==> src/rtl/seg_pkg.sv <==
`default_nettype none
// +----------------------------------------------------------------------+
// | seg_pkg : shared hex-to-7-segment table and output idle levels       |
// | Revision: 1.0                                                        |
// +----------------------------------------------------------------------+
package seg_pkg;

    typedef logic [6:0] seg7_t;

    // Segment order {g,f,e,d,c,b,a}; entry n is the pattern for nibble n
    localparam logic [15:0][6:0] HEX_SEG = {
        7'h71, 7'h79, 7'h5E, 7'h39, 7'h7C, 7'h77, 7'h6F, 7'h7F,
        7'h07, 7'h7D, 7'h6D, 7'h66, 7'h4F, 7'h5B, 7'h06, 7'h3F
    };

    localparam logic OFF_ACT_HIGH = 1'b0;
    localparam logic OFF_ACT_LOW  = 1'b1;

    function automatic seg7_t hex_to_seg(input logic [3:0] nibble);
        return HEX_SEG[nibble];
    endfunction

endpackage
`default_nettype wire

==> src/rtl/seg_hex_decode.sv <==
`default_nettype none
// +----------------------------------------------------------------------+
// | seg_hex_decode : combinational nibble to 7-segment pattern           |
// | Revision: 1.0                                                        |
// +----------------------------------------------------------------------+
module seg_hex_decode
    import seg_pkg::*;
(
    input  logic [3:0] nibble,
    output seg7_t      segs
);

    assign segs = hex_to_seg(nibble);

endmodule
`default_nettype wire

==> src/rtl/seg_mux_scan.sv <==
`default_nettype none
// +----------------------------------------------------------------------+
// | seg_mux_scan : multiplexed 7-seg scanner with PWM, guard phase,      |
// | leading-zero blanking and double-buffered data                       |
// | Revision: 1.0                                                        |
// +----------------------------------------------------------------------+
module seg_mux_scan
    import seg_pkg::*;
#(
    parameter int NUM_DIGITS     = 4,
    parameter int PRESCALE       = 4096,
    parameter int BRIGHT_BITS    = 3,
    parameter bit DRAIN_ACT_HIGH = 1'b1,
    parameter bit SEG_ACT_HIGH   = 1'b1
) (
    input  logic                    clock,
    input  logic                    reset_n,
    input  logic [4*NUM_DIGITS-1:0] data,
    input  logic [NUM_DIGITS-1:0]   dp,
    input  logic                    load,
    input  logic                    oe,
    input  logic                    blank_lz,
    input  logic [BRIGHT_BITS-1:0]  brightness,
    output logic [NUM_DIGITS-1:0]   drains,
    output logic [7:0]              leds,
    output logic                    frame_done
);

    localparam int CNT_W = (PRESCALE > 1) ? $clog2(PRESCALE) : 1;
    localparam int DIG_W = (NUM_DIGITS > 1) ? $clog2(NUM_DIGITS) : 1;
    localparam int SUB   = PRESCALE >> BRIGHT_BITS;

    localparam logic [CNT_W-1:0] CNT_LAST = CNT_W'(PRESCALE - 1);
    localparam logic [DIG_W-1:0] DIG_LAST = DIG_W'(NUM_DIGITS - 1);

    localparam logic [NUM_DIGITS-1:0] DRAINS_OFF =
        {NUM_DIGITS{DRAIN_ACT_HIGH ? OFF_ACT_HIGH : OFF_ACT_LOW}};
    localparam logic [7:0] LEDS_OFF = {8{SEG_ACT_HIGH ? OFF_ACT_HIGH : OFF_ACT_LOW}};

    logic [CNT_W-1:0]        cnt;
    logic [DIG_W-1:0]        digit;
    logic [4*NUM_DIGITS-1:0] shadow_data, act_data;
    logic [NUM_DIGITS-1:0]   shadow_dp, act_dp;

    logic                    boundary;
    logic [BRIGHT_BITS-1:0]  phase;
    logic [NUM_DIGITS-1:0]   blank;
    logic                    zero_run;
    logic                    lit;
    logic [NUM_DIGITS-1:0]   onehot;
    seg7_t                   segs;

    assign boundary = oe && (cnt == CNT_LAST) && (digit == DIG_LAST);
    assign phase    = BRIGHT_BITS'(32'(cnt) / SUB);

    // A digit is blankable only if every digit from it upward is a bare zero
    always_comb begin
        zero_run = 1'b1;
        blank    = '0;
        for (int i = NUM_DIGITS - 1; i > 0; i--) begin
            zero_run = zero_run && (act_data[4*i +: 4] == 4'h0) && !act_dp[i];
            blank[i] = blank_lz && zero_run;
        end
    end

    // Phase 0 of every slot stays dark so the previous digit's charge drains off
    assign lit    = oe && (phase != '0) && (phase <= brightness) && !blank[digit];
    assign onehot = NUM_DIGITS'(1) << digit;

    seg_hex_decode u_decode (
        .nibble (act_data[4*digit +: 4]),
        .segs   (segs)
    );

    always_ff @(posedge clock) begin
        if (!reset_n) begin
            cnt         <= '0;
            digit       <= '0;
            shadow_data <= '0;
            shadow_dp   <= '0;
            act_data    <= '0;
            act_dp      <= '0;
            drains      <= DRAINS_OFF;
            leds        <= LEDS_OFF;
            frame_done  <= 1'b0;
        end else begin
            if (load) begin
                shadow_data <= data;
                shadow_dp   <= dp;
            end

            if (!oe || boundary) begin
                act_data <= load ? data : shadow_data;
                act_dp   <= load ? dp   : shadow_dp;
            end

            if (!oe) begin
                cnt   <= '0;
                digit <= '0;
            end else if (cnt == CNT_LAST) begin
                cnt   <= '0;
                digit <= (digit == DIG_LAST) ? '0 : digit + 1'b1;
            end else begin
                cnt <= cnt + 1'b1;
            end

            drains     <= (lit ? onehot : '0) ^ DRAINS_OFF;
            leds       <= (lit ? {act_dp[digit], segs} : 8'h00) ^ LEDS_OFF;
            frame_done <= boundary;
        end
    end

endmodule
`default_nettype wire
==> config.mk <==
export PLATFORM = sky130hd
export DESIGN_NAME = seg_mux_scan
export DESIGN_NICKNAME = d
export VERILOG_FILES = /design/src/rtl/seg_pkg.sv /design/src/rtl/seg_hex_decode.sv /design/src/rtl/seg_mux_scan.sv
export SDC_FILE = /design/constraint.sdc
export NUM_CORES = 1
export LEC_CHECK = 0
export ABC_AREA = 1
export BUFFER_PORTS_ARGS = -buffer_cell sky130_fd_sc_hd__buf_2
export CAP_MARGIN = 0
export CORE_MARGIN = 2
export CORE_UTILIZATION = 45
export DETAILED_ROUTE_END_ITERATION = 7
export PLACE_DENSITY = 0.62
export SLEW_MARGIN = 20
export SYNTH_ARGS = -nofsm -noshare
export SYNTH_HDL_FRONTEND = slang
export SYNTH_HIERARCHICAL = 1
export SYNTH_SLANG_ARGS = --single-unit
==> constraint.sdc <==
create_clock -name clock -period 5.36 [get_ports clock]
set_clock_uncertainty 0.2 [all_clocks]
set_input_delay 1.608 -clock clock [delete_from_list [all_inputs] [get_ports clock]]
set_output_delay 1.608 -clock clock [all_outputs]
set_load 0.01 [all_outputs]
==> impl_metrics.toml, run 1 <==
[power]
total_power_mw = 1.059
vdd_ir_drop_max_uv = 132.1
leakagePower_nw = 1.981
power_density_nw_per_um2 = 284.4

[cts]
cts_hold_buf = 0
clk_pin_slew_worst_paths_ns = 0.07
clk-insertion-delay-late_ns = 0.33
cts_resized = 0
cts_tree = "yes"
library_cell_used_as_clock_root_buffer = "clkbuf_8"
clock_tree.htree_level_count = 3
cts.path.max_buffers = 2
clock-sinks = 67
post_cts_buffers = 0
tritoncts.num_buffers = 9

[min_path]
hold_depth = 1
min-delay-start = "cnt[0]"
hold_path_class = "flop to flop"

[synthesis]
ys_dominant_reg_cell = "dfxtp_1"
synth_top_cell_by_area = "dfxtp_1"
yosysUniqueCellTypes = 26
synth-simple-area-share = 0.2927
synth-seq-area-share = 0.4029
yosys-mux-area-fraction = 0
adder_cell_fraction_of_synth_area = 0.04510
synthesized_area_um2 = 3329
synth_edf_count = 0
synth.cells.most_frequent = "nand2_1 (103), inv_1 (91), nor2_1 (75)"
synthCells = 497
synth-warning-count = 6
ys_ff_latch = 67
synthesis.nets = 537
synth_async_sr_flop_share = 0
synth_top_family_by_area = "simple AND/OR/NAND/NOR gates"
synth_top_cell_area_share = 0.4029
post-synth-top-count-cell = "nand2_1"
average_footprint_of_a_synthesized_cell_um2 = 6.699
post_synthesis_compound_gate_area_fraction = 0.1056
yosys-top-cells-area = "dfxtp_1 (40%), nand2_1 (12%), inv_1 (10%)"
xor_xnor_portion_of_the_synthesized_cell_area = 0.01052

[worst_setup_path]
cell_type_of_the_slowest_stage_on_the_worst_timing_path = "buf_2"
critPathKind = "input pin to flop"
regToRegEndpoint = "leds[3]"
total_number_of_cells_along_the_worst_setup_path = 6
startpoint_type = "input pin"
cp.buffers_inverters = 2
endpoint_kind = "flop"
worstSetupEndpoint = "act_dp[3]"
worstReg2RegStart = "digit[0]"
critical_path_cell_sequence = "buf_2 -> nand2_1 -> inv_1 -> nand4_4 -> a21oi_1 -> nor2_1"
crit_startpoint = "oe"
path_max_fanout = 42
r2r_slack_ns = 2.53
worst_path_dominant_cell_family = "buffers and inverters"
required_ns = 5.39
slowest_delay_ns = 0.54
path_depth_of_the_worst_reg2reg_path = 12
worst_ep_arrival_time_ns = 3.25

[timing]
max_slew.worst_pin.slew_ns = 0.7941
whs_ns = 0.2476
fmaxAchievable_mhz = 309.9
hold_viol_final = 0
period_minus_slack_ns = 3.227
crit_share_post_route = 0.6020
final-setup-viol-count = 0
setup-tns-final_ns = 0
slew_viol_final = 0
rsz0062_at_grt = "false"
worst_slew_margin_rel = 0.4706

[placement]
buffer_ports.inserted = 40
dp.cells = 613
final_wtd_congestion = 0.8250
final_hpwl_dp_um = 4479
placed_cell_area_um2 = 3532

[route]
drc_errors = 0
routedWlPerCell_um = 10.21
detailedRoute.firstIterationViolations = 124
finalWirelength_um = 6420
dr_total_vias = 2850
routed_via_density = 4.531
drtAntennaViolNets = 0
drtPass1Iterations = 4

[job]
maxCapViolations = 0

[cells_and_area]
area.growth.synth_to_final_pct = 11.88
fraction_of_final_layout_cells_sized_beyond_drive_strength_1 = 0.1302
seq_cell_area_um2 = 1341
finalNetCount = 565
finished_layout_cell_area_um2 = 3725
multi_input_area_um2 = 1511
num_antenna_cells = 0
final-instance-count-excl-fill = 629
layout.filler_cells = 792

[grt]
grt_overflow = 0
first_global_vias = 2612
first_pass_grt_wire_length_um = 11420
pin_count_of_the_biggest_net_entering_global_routing = 43
antenna_found_initial = 0
global_route.usage.total = 0.1667

[floorplan]
die_height_um = 90.02
dieArea_um2 = 8103
start_util = 0.4615
ioPinCount = 41
floorplan.rows = 31
core_area_um2 = 7214
die_width_um = 90.02

[outcome]
status = "complete, no violations"
cells by family after synthesis:
kind of cell / Yosys count
AOI/OAI and AO/OA: 70
DFF: 67
adders and majority gates: 12
xor gates and xnor gates: 4
buffers and inverters: 117
and+or+nand+nor: 227
state kept, by name, summed over array words and instances (netlist names):
signal and count:
act_data 16, act_dp 4, cnt 12, digit 2, drains 4, frame_done 1, leds 8, shadow_data 16
shadow_dp 4
worst min path at each step:
stage / to / slack, ns
after floorplan: cnt[0] / 0.22
after global placement: cnt[0] / 0.23
after detailed placement: cnt[0] / 0.24
after CTS: cnt[0] / 0.26
after global routing: cnt[0] / 0.29
final: cnt[0] / 0.25
layout by cell type, fill, tap and decap left out:
master,n
nand2_1,103
inv_1,91
nor2_1,75
dfxtp_1,67
buf_2,40
a21oi_1,37
nand3_1,34
o21ai_0,30
ha_1,12
clkbuf_8,10
clkinv_2,5
nand2_2,4
xor2_1,4
nor2_2,2
inv_2,2
o21ai_1,2
nand4_1,2
nor3_1,2
nand3b_1,1
nand3_4,1
nor2_8,1
nor3_2,1
a31oi_1,1
nand4_4,1
bufinv_16,1
inv_4,1
per-stage QoR:
| stage | worst slack, ns | utilization |
|---|---|---|
| floorplan | 2.550 | - |
| global placement | 1.868 | 0.4896 |
| detailed placement | 1.764 | 0.4896 |
| CTS | 2.122 | 0.5163 |
| global route | 1.911 | 0.5163 |
| finish | 2.133 | 0.5163 |
routing by layer:
metal,share of wire,track usage
met4,0.011,0.05769
met3,0.037,0.03185
met2,0.42,0.2669
met1,0.53,0.2254
met5,0,0
cell type report:
class / count / share of cell area
sequential: 67 / 0.3601
clock buffer: 10 / 0.03695
tap: 99 / 0.03326
timing repair buffer: 40 / 0.05375
multi-input combinational: 313 / 0.4058
inverter: 94 / 0.09540
clock inverter: 6 / 0.01478
power by group:
group          internal [mW]  leakage (nW)  switching, mW  total (mW)
logic                 0.0441          1.32         0.0739       0.118
clock network          0.223         0.106          0.189       0.412
registers              0.520         0.550        0.00914       0.529
Note: power is estimated with default switching activity, not from simulation.
==> inputs of run 2 (changes only) <==
- ABC_AREA: 1 -> 0
- PLACE_DENSITY: 0.62 -> 0.63
- clock period: 5.36 -> 3.35 ns (I/O delays scaled with it)
==> impl_metrics.toml, run 2 <==
[placement]
final_wtd_congestion = 0.7071
placed_cell_area_um2 = 3249
dp_worst_setup_slack_ns = 0.8557
dp.cells = 391
final_hpwl_dp_um = 3918
buffer_ports.inserted = 40

[synthesis]
synthesis.nets = 328
post-synth-top-count-cell = "dfxtp_1"
average_footprint_of_a_synthesized_cell_um2 = 10.42
synth_edf_count = 0
synth_async_sr_flop_share = 0
yosysUniqueCellTypes = 40
synth-seq-area-share = 0.4469
synth_top_cell_by_area = "dfxtp_1"
synthCells = 288
ys_dominant_reg_cell = "dfxtp_1"
synth-warning-count = 6
synthesized_area_um2 = 3002
synth.cells.most_frequent = "dfxtp_1 (67), nor2_1 (36), nand3_1 (25)"
yosys-top-cells-area = "dfxtp_1 (45%), o31ai_2 (8.3%), mux2i_1 (8.0%)"
ys_ff_latch = 67
synth_top_cell_area_share = 0.4469

[grt]
antenna_found_initial = 0
grt_overflow = 0
global_route.usage.total = 0.1624
first_global_vias = 1955
first_pass_grt_wire_length_um = 9273
pin_count_of_the_biggest_net_entering_global_routing = 41

[worst_setup_path]
worst_ep_arrival_time_ns = 2.50
cell_type_of_the_slowest_stage_on_the_worst_timing_path = "dfxtp_1"
cp.buffers_inverters = 2
r2r_slack_ns = 0.84
regToRegEndpoint = "leds[3]"
cell_seen_most_often_among_critical_path_stages = "inv_1"
endpoint_kind = "flop"
worstReg2RegStart = "digit[1]"
required_ns = 3.34
worst_path_dominant_cell_family = "multiplexers"
path_depth_of_the_worst_reg2reg_path = 6
critical_path_cell_sequence = "mux4_2 -> inv_1 -> ha_1 -> inv_1 -> mux4_1 -> nor3b_1"
startpoint_type = "flop"
critPathKind = "flop to flop"
slowest_delay_ns = 0.58
path_max_fanout = 12

[timing]
whs_ns = 0.2604
fmaxAchievable_mhz = 398.9
post-route-worst-setup-slack_ns = 0.8432
setup-tns-final_ns = 0
hold_viol_final = 0
final-setup-viol-count = 0
rsz0062_at_grt = "false"
slew_viol_final = 0
worst_slew_margin_rel = 0.4269
max_slew.worst_pin.slew_ns = 0.8596
crit_share_post_route = 0.7483
period_minus_slack_ns = 2.507

[route]
drc_errors = 0
finalWirelength_um = 5508
routedWlPerCell_um = 13.53
routed_via_density = 5.206
drtPass1Iterations = 4
drtAntennaViolNets = 0
dr_total_vias = 2119
detailedRoute.firstIterationViolations = 73

[cells_and_area]
layout_top_registers = "act_data (16), shadow_data (16), cnt (12)"
num_antenna_cells = 0
fraction_of_final_layout_cells_sized_beyond_drive_strength_1 = 0.2788
layout.cells.most_common = "dfxtp_1"
most_used_cells_in_the_layout_excluding_fill_and_tap_cells = "dfxtp_1 (67), buf_2 (40), nor2_1 (36), nand3_1 (25), mux2i_1 (24)"
area.growth.synth_to_final_pct = 14.63
multi_input_area_um2 = 1516
seq_cell_area_um2 = 1341
finalNetCount = 365
postLayoutCoreUtil = 0.5388
final-instance-count-excl-fill = 407
layout.filler_cells = 595
finished_layout_cell_area_um2 = 3441

[power]
leakagePower_nw = 1.401
power_density_nw_per_um2 = 471.4
vdd_ir_drop_max_uv = 323.9
total_power_mw = 1.622

[min_path]
holdPathEnd = "cnt[0]"
hold_depth = 1
min-delay-start = "cnt[0]"
hold_path_class = "flop to flop"

[floorplan]
die_width_um = 85.67
dieArea_um2 = 7339
floorplan.rows = 29
ioPinCount = 41
die_height_um = 85.67
core_area_um2 = 6386
start_util = 0.4700

[cts]
cts.path.max_buffers = 2
cts_tree = "yes"
clock_tree.htree_level_count = 3
tritoncts.num_buffers = 9
clock-sinks = 67
library_cell_used_as_clock_root_buffer = "clkbuf_8"
cts_resized = 0
post_cts_buffers = 0
cts_hold_buf = 0
clk-insertion-delay-late_ns = 0.34
clk_pin_slew_worst_paths_ns = 0.06

[job]
maxCapViolations = 0

[outcome]
status = "complete, no violations"
==> run 2: changes by cell type in the layout (fill, tap and decap cells not counted), sizes merged, moves of 5 or more <==
cell	previous run	this run
clkbuf	10	15
mux4	0	6
mux2i	0	24
o31ai	0	21
o21ai	32	6
inv	94	14
nand2	107	4
nor3b	0	11
a21oi	37	3
nor2	78	36
nand3	35	25
==> run 2: final cells by class <==
cell class,count,share of cell area
multi-input cells,189,0.4407
clock inverters,1,0.001455
repair buffers,44,0.07055
inverters,14,0.01527
flip-flops and latches,67,0.3898
well taps,77,0.02800
clock buffers,15,0.05418
==> run 2: kinds of logic (layout without fill, tap and decap cells) <==
logic type                 after synthesis  in the layout  synth area share
and+or+nand+nor                         99             99            0.1701
DFF                                     67             67            0.4469
AOI/OAI and AO/OA                       36             36            0.1188
muxes                                   34             34            0.1426
buffers and inverters                   32             74           0.04835
adders and majority gates               12             12           0.05002
xor gates and xnor gates                 8              8           0.02334
==> run 2: worst max-delay path by stage <==
stage | start | endpoint | slack [ns] | depth (start not counted)
floorplan | digit[0] | leds[3] | 0.85 | 7
CTS | digit[1] | leds[3] | 0.84 | 6
finish | digit[1] | leds[3] | 0.84 | 6
detailed placement | brightness[1] | drains[1] | 0.86 | 7
global placement | digit[1] | leds[3] | 0.89 | 6
global route | digit[1] | leds[3] | 0.69 | 6
==> run 2: layer usage <==
metal,routed length [um],share of wire,track usage,vias to the layer above
li1,-,-,-,1098
met1,2640,0.48,0.2134,974
met2,2521,0.46,0.2514,38
met3,262,0.048,0.05967,9
met4,84,0.015,0.04762,0
met5,0,0,0,-
==> run 2: worst reg2reg max path, cell delays in order (launching register included) <==
cell	delay, ns
dfxtp_1	0.58
mux4_2	0.43
inv_1	0.18
ha_1	0.28
inv_1	0.06
mux4_1	0.47
nor3b_1	0.15
==> run 2: power breakdown <==
| group | switching (mW) | internal (mW) |
|---|---|---|
| Clock | 0.288 | 0.349 |
| Sequential | 0.0145 | 0.825 |
| Combinational | 0.0793 | 0.0656 |
